--- src/rtl/axi_wr_ctrl.sv ---
// AXI4 write-channel controller: one burst in flight, drives an external address
// generator and a synchronous memory write port, and returns the B response.
module axi_wr_ctrl #(
  parameter int p_size = 4,
  parameter int ID_W   = 4,
  localparam int DW    = 8 << p_size
) (
  input  logic            CLK,
  input  logic            RESETn,
  input  logic [ID_W-1:0] AWID,
  input  logic [11:0]     AWADDR,
  input  logic [7:0]      AWLEN,
  input  logic [2:0]      AWSIZE,
  input  logic [1:0]      AWBURST,
  input  logic            AWVALID,
  output logic            AWREADY,
  input  logic [DW-1:0]   WDATA,
  input  logic [DW/8-1:0] WSTRB,
  input  logic            WLAST,
  input  logic            WVALID,
  output logic            WREADY,
  output logic [ID_W-1:0] BID,
  output logic [1:0]      BRESP,
  output logic            BVALID,
  input  logic            BREADY,
  output logic [11:0]     AG_ADDR,
  output logic [7:0]      AG_LEN,
  output logic [2:0]      AG_SIZE,
  output logic [1:0]      AG_BURST,
  output logic            AG_START,
  output logic            AG_NEXT,
  input  logic [11:0]     AG_ADDR_IN,
  output logic            MEM_WE,
  output logic [11:0]     MEM_ADDR,
  output logic [DW-1:0]   MEM_WDATA,
  output logic [DW/8-1:0] MEM_BE
);

  typedef enum logic [1:0] {IDLE, LOAD, DATA, RESP} state_t;

  state_t          state_reg, state_next;
  logic            live_reg;
  logic [ID_W-1:0] aw_id_reg;
  logic [11:0]     aw_addr_reg;
  logic [7:0]      aw_len_reg;
  logic [2:0]      aw_size_reg;
  logic [1:0]      aw_burst_reg;
  logic            bad_reg;
  logic            err_reg, err_next;
  logic [8:0]      cnt_reg, cnt_next;
  logic            aw_fire;
  logic            aw_bad;
  logic [12:0]     aw_bytes;
  logic [12:0]     aw_end;

  // Burst legality is judged once, on the raw AW fields at capture time.
  always_comb begin
    aw_bytes = ({5'd0, AWLEN} + 13'd1) << AWSIZE;
    aw_end   = {1'b0, AWADDR} + aw_bytes;
    aw_bad   = 1'b0;
    if (AWBURST == 2'b11)
      aw_bad = 1'b1;
    if (int'(AWSIZE) > p_size)
      aw_bad = 1'b1;
    if (AWBURST == 2'b10 && !(AWLEN inside {8'd1, 8'd3, 8'd7, 8'd15}))
      aw_bad = 1'b1;
    if (AWBURST == 2'b01 && aw_end > 13'd4096)
      aw_bad = 1'b1;
  end

  always_ff @(posedge CLK or negedge RESETn) begin
    if (!RESETn) begin
      state_reg    <= IDLE;
      live_reg     <= 1'b0;
      aw_id_reg    <= '0;
      aw_addr_reg  <= '0;
      aw_len_reg   <= '0;
      aw_size_reg  <= '0;
      aw_burst_reg <= '0;
      bad_reg      <= 1'b0;
      err_reg      <= 1'b0;
      cnt_reg      <= '0;
    end else begin
      state_reg <= state_next;
      live_reg  <= 1'b1;
      err_reg   <= err_next;
      cnt_reg   <= cnt_next;
      if (aw_fire) begin
        aw_id_reg    <= AWID;
        aw_addr_reg  <= AWADDR;
        aw_len_reg   <= AWLEN;
        aw_size_reg  <= AWSIZE;
        aw_burst_reg <= AWBURST;
        bad_reg      <= aw_bad;
      end
    end
  end

  always_comb begin
    state_next = state_reg;
    cnt_next   = cnt_reg;
    err_next   = err_reg;
    aw_fire    = 1'b0;
    AWREADY    = 1'b0;
    WREADY     = 1'b0;
    BVALID     = 1'b0;
    BRESP      = 2'b00;
    AG_START   = 1'b0;
    AG_NEXT    = 1'b0;
    MEM_WE     = 1'b0;
    MEM_ADDR   = AG_ADDR_IN;
    MEM_WDATA  = WDATA;
    MEM_BE     = WSTRB;
    case (state_reg)
      IDLE: begin
        // live_reg keeps AWREADY low until the first edge after reset release
        AWREADY = live_reg;
        if (AWVALID && live_reg) begin
          aw_fire    = 1'b1;
          cnt_next   = '0;
          err_next   = 1'b0;
          state_next = LOAD;
        end
      end
      LOAD: begin
        AG_START   = 1'b1;
        state_next = DATA;
      end
      DATA: begin
        WREADY = 1'b1;
        if (WVALID) begin
          AG_NEXT  = 1'b1;
          cnt_next = cnt_reg[8] ? cnt_reg : cnt_reg + 9'd1;
          MEM_WE   = !bad_reg && (cnt_reg <= {1'b0, aw_len_reg});
          if (WLAST) begin
            state_next = RESP;
            if (cnt_reg != {1'b0, aw_len_reg})
              err_next = 1'b1;
          end else if (cnt_reg >= {1'b0, aw_len_reg}) begin
            err_next = 1'b1;
          end
        end
      end
      RESP: begin
        BVALID = 1'b1;
        BRESP  = (err_reg || bad_reg) ? 2'b10 : 2'b00;
        if (BREADY)
          state_next = IDLE;
      end
      default: state_next = IDLE;
    endcase
  end

  assign BID      = aw_id_reg;
  assign AG_ADDR  = aw_addr_reg;
  assign AG_LEN   = aw_len_reg;
  assign AG_SIZE  = aw_size_reg;
  assign AG_BURST = aw_burst_reg;

endmodule

--- config.mk ---
export PLATFORM = sky130hd
export DESIGN_NAME = axi_wr_ctrl
export DESIGN_NICKNAME = d
export VERILOG_FILES = /design/src/rtl/axi_wr_ctrl.sv
export SDC_FILE = /design/constraint.sdc
export NUM_CORES = 1
export LEC_CHECK = 0
export CORE_AREA = 2 2 147 149
export DETAILED_ROUTE_END_ITERATION = 10
export DIE_AREA = 0 0 149 151
export PLACE_DENSITY_LB_ADDON = 0.12
export SLEW_MARGIN = 20
export SYNTH_ARGS = -nofsm -noshare
export SYNTH_HDL_FRONTEND = slang
export SYNTH_SLANG_ARGS = --single-unit
--- constraint.sdc ---
create_clock -name CLK -period 5.7 [get_ports CLK]
set_input_delay 0.57 -clock CLK [delete_from_list [all_inputs] [get_ports CLK]]
set_output_delay 0.57 -clock CLK [all_outputs]
set_load 0.005 [all_outputs]
-- After elaboration in Yosys (flattened, before gate mapping)
Index checks and enable logic that the tools add are counted.
W data, S select, Z words.
- flip-flop bits (word level): 43
- input bits: 191
- $add $sub $neg: 3
- magnitude comparators: 4
- eq/ne operators: 18
- shift operators: 1
- multiplexer cells: 31
- reductions and logical operators: 14
- operators with widths (cell ; count):
    $mux W9 ; 3
    $mux W1 ; 19
    $pmux W9 S2 ; 1
    $add A12 B13 Y13 ; 1
    $gt A13 B13 Y1 const B ; 1
    $shl A9 B3 Y13 ; 1
    $mux W2 ; 6
    $ne A2 B2 Y1 const B ; 5
    $add A8 B1 Y9 const B ; 1
    $add A9 B1 Y9 const B ; 1
    $ge A9 B8 Y1 ; 1
    $le A9 B8 Y1 ; 1
    $ne A9 B8 Y1 ; 1
    $eq A2 B2 Y1 const B ; 4
    $eq A8 B1 Y1 const B ; 1
    $eq A8 B2 Y1 const B ; 1
    $eq A8 B3 Y1 const B ; 1
    $eq A8 B4 Y1 const B ; 1
    $pmux W2 S4 ; 1
    $reduce_and A4 Y1 ; 2
    $ne A3 B3 Y1 const B ; 2
    $reduce_and A5 Y1 ; 1
    $eq A2 B1 Y1 const B ; 2
    $logic_and A1 B1 Y1 ; 4
    other kinds (8) ; 9

-- Depth between registers and ports, before layout
- depth in word-level cells: 6
- depth in mapped cells: 17

-- Worst setup path after synthesis
No wires, ideal clock.
- path type: input -> register
- from: input port AWLEN[0]
- to: register bad_reg
- setup time: 127 ps
- data arrival time: 3508 ps
- required time: 5573 ps
- path slack: 2065 ps
- stages: 16
- path buffers: 1
- path through: ha_1 -> nand2_1 -> or3_1 -> a32o_1 -> o21ai_0 -> nand2_1 -> o21ai_0 -> ha_1 -> clkbuf_1 -> nand2b_1 -> a21oi_1 -> a2111oi_0 -> o211ai_1 -> nor3_1 -> nand4_1 -> o32a_2
- longest elaborated chain between the ends: 6
- elaborated cells between the ends (all ways): 14
- ends and longest elaborated chain (what ; line ; text):
    start: declaration ; 12 ; input logic [7:0] AWLEN,
    $add A8 B1 Y9 (tied with other cells) ; 58 ; aw_bytes = ({5'd0, AWLEN} + 13'd1) << AWSIZE;
    $shl A9 B3 Y13 / $reduce_bool A4 Y1 (equally long branches) ; 58, 65 ;
    $add A12 B13 Y13 / $logic_not A1 Y1 (equally long branches) ; 59, 65 ;
    $gt A13 B13 Y1 / $logic_and A1 B1 Y1 (equally long branches) ; 67, 65 ;
    $logic_and A1 B1 Y1 / $mux W1 (equally long branches) ; 67, 65 ;
    $mux W1 * ; 67 ; if (AWBURST == 2'b01 && aw_end > 13'd4096)
    end signal: assignment ; 94 ; bad_reg <= aw_bad;
    end: declaration ; 48 ; logic bad_reg;
Mark *: on every way between the ends. The rest lies on a longest branch, timed or not.
A chain may end at the register's enable or synchronous reset.

-- Worst setup path after layout
Same ends and word-level chain as after synthesis.

==> impl_metrics.py <==
metrics = {
    "placement": {
        "dp_hpwl_mm": 9.918,
        "place.gp.congestion": 0.7879,
        "numPortBuffers": 70,
    },
    "synthesis": {
        "yosys-top-cells-area": "buf_4, dfrtp_1, ha_1, mux2_2, nor2_1",
        "synth.cells.most_frequent": "buf_4, dfrtp_1, nor2_1",
        "ys_ff_latch": 43,
        "ys_types": 52,
        "syn_avg_cell_area_um2": 8.587,
        "synth-edff-count": 0,
        "synth_top_area_share_pct": 27.35,
        "syn_area_um2": 4337,
        "synthCells": 505,
        "synthArstFlopShare_pct": 100.0,
        "ys_warn_count": 0,
        "ys.flop_type": "dfrtp_1",
        "synth_nets": 724,
        "yosysMostFrequentCell": "buf_4",
        "synth.largest_area_cell": "buf_4",
        "yosysSeqAreaShare_pct": 24.81,
    },
    "grt": {
        "grt_pass1_wl_mm": 18.65,
        "grt.overflow.total": 0,
        "grt_use_total_pct": 11.04,
        "grt_max_degree": 44,
        "antenna_found_initial": 0,
        "grt_pass1_vias": 3141,
    },
    "timing": {
        "rsz0062_at_grt": "no",
        "fmax_ghz": 0.2232,
        "slew_headroom_pct": 51.36,
        "period_share_pct": 78.60,
        "setup_tns_ps": 0,
        "worst_pin_slew_ps": 727.4,
        "finalHoldViolCount": 0,
        "maxSlewViolCount": 0,
        "fin_crit_ps": 4480,
        "setup-violations-final": 0,
        "finClkSkew_ps": 5.858,
    },
    "clock_network": {
        "cts_sinks": 43,
        "cts_resized": 0,
        "clockBufferDepth": 2,
        "holdBufCountCts": 0,
        "cts_buffers": 5,
        "path_clk_slew_ps": 70,
        "root_buffer": "clkbuf_16",
        "cts_setup_buffers": 0,
        "clkLatencyLatePin_ps": 300,
        "cts_tree": "yes",
        "ctsHtreeMaxLevel": 2,
    },
    "critical_path": {
        "rr_worst_depth": 10,
        "cp-end-kind": "flop",
        "crit_arrival_ps": 4670,
        "max_stage_delay_ps": 630,
        "crit_slowest_cell": "clkdlybuf4s50_1",
        "path_class": "in2reg",
        "crit_fanout": 9,
        "path_cells": "clkdlybuf4s50_1, ha_1, nand2_1, or3_1, a32o_1, o21ai_0, nand2_1, o21ai_0, ha_1, nand2b_1, a21oi_1, a2111oi_0, o211ai_1, nor3_1, nand4_1, o32a_2",
        "cp_data_required_time_ps": 5880,
        "startpoint_type": "primary input",
    },
    "die": {
        "die_h_um": 151,
        "rows": 53,
        "start_util_pct": 20.83,
        "die-area_um2": 22500,
        "io_pins": 384,
        "die_w_um": 149,
        "core_um2": 20820,
    },
    "routing": {
        "drt-total-wl_mm": 12.33,
        "ant_nets": 0,
        "dr.pass1.iters": 4,
        "num_vias": 3027,
        "routed_via_density": 4.393,
        "wire_per_inst_um": 17.89,
        "drtIter0Drc": 80,
        "drcViolationCount": 0,
    },
    "job": {
        "cap_violations": 0,
    },
    "status": {
        "status": "completed",
    },
    "power": {
        "pwr_density_cell_nw_per_um2": 379.4,
        "p_total_w": 0.001641,
        "power.leakage_nw": 1.816,
        "peakVddDrop_uv": 192.6,
    },
    "cells_and_area": {
        "fill_cells": 2318,
        "largest_reg_flops": 12,
        "drive_gt1_share_pct": 10.14,
        "multi_input_area_um2": 1949,
        "regArea_um2": 1076,
        "area_growth_pct": -0.2596,
        "antenna_cells": 0,
        "nets": 633,
    },
    "worst_hold_path": {
        "hold_class": "in2async",
    },
}
[metal layers]
metal | track usage (%) | vias to the layer above | wire length, um
li1 | - | 1386 | -
met1 | 11.92 | 1420 | 4812
met2 | 18.96 | 159 | 5883
met3 | 3.886 | 62 | 949
met4 | 6.048 | 0 | 682
met5 | 0 | - | 0
[area by class of cell]
| class | instances | share of cell area (%) |
|---|---|---|
| multi-input cells | 271 | 45.07 |
| flip-flops and latches | 43 | 24.88 |
| repair buffers | 73 | 16.60 |
| well taps | 275 | 7.955 |
| clock buffers | 5 | 2.893 |
| inverters | 20 | 1.736 |
| clock inverters | 2 | 0.8678 |
[per-stage QoR]
step,util (%),std cells,area (um^2),hold WS [ps],setup WS (ps)
2_1_floorplan,-,505,4337,274.4,2065
3_3_place_gp,19.99,682,4163,489.7,1061
3_5_place_dp,19.99,682,4163,485.0,965.2
4_1_cts,20.77,689,4325,397.1,1276
5_1_grt,20.77,689,4325,401.5,916.2
6_report,20.77,689,4325,345.7,1220
[critical path, delay by kind of cell]
kind	cells	cell delay, ps
adder cells (fa/ha/maj)	2	690
AND/OR/NAND/NOR	6	1070
buffers and inverters	1	630
AO/OA/AOI/OAI	7	1700
[cell families after synthesis]
family                     Yosys count  share of synthesized area (%)
muxes                               34                          8.598
DFF                                 43                          24.81
xor gates and xnor gates            13                          2.626
buffers and inverters              191                          30.24
AOI/OAI and AO/OA                   85                          12.75
other                                2                         0.1732
and+or+nand+nor                    109                          12.55
adders and majority gates           28                          8.252
[layout by cell type (no fill, tap or decap), types with 8 or more instances in the layout]
cell	n
mux2i_1	8
a21oi_1	17
clkdlybuf4s50_1	69
o21ai_0	23
ha_1	27
nand3_1	8
nor2_1	34
mux2_2	26
inv_1	19
xor2_1	10
nand2_1	25
dfrtp_1	43
[path summary, 6_finish.rpt]
kind                                          start                     end  slack, ps
max reg2reg                state_reg[0]$_DFFE_PN0P_  cnt_reg[5]$_DFFE_PN0P_       3040
min in group CLK             AG_SIZE[2]$_DFFE_PN0P_  AG_SIZE[2]$_DFFE_PN0P_        490
max                                        AWLEN[0]     bad_reg$_DFFE_PN0P_       1220
max in group asynchronous                    RESETn      live_reg$_DFF_PN0_       4910
min reg2reg                  AG_SIZE[2]$_DFFE_PN0P_  AG_SIZE[2]$_DFFE_PN0P_        490
min                                          RESETn  AG_ADDR[9]$_DFFE_PN0P_        350
[power by group]
group	leakage, nW	total (W)	internal (W)	switching, W
Combinational	1.21	0.000776	0.000438	0.000338
Sequential	0.531	0.000526	0.000431	0.0000945
Clock	0.0759	0.000339	0.000205	0.000135
Total	1.82	0.00164	0.00107	0.000567
Note: power is estimated with default switching activity, not from simulation.
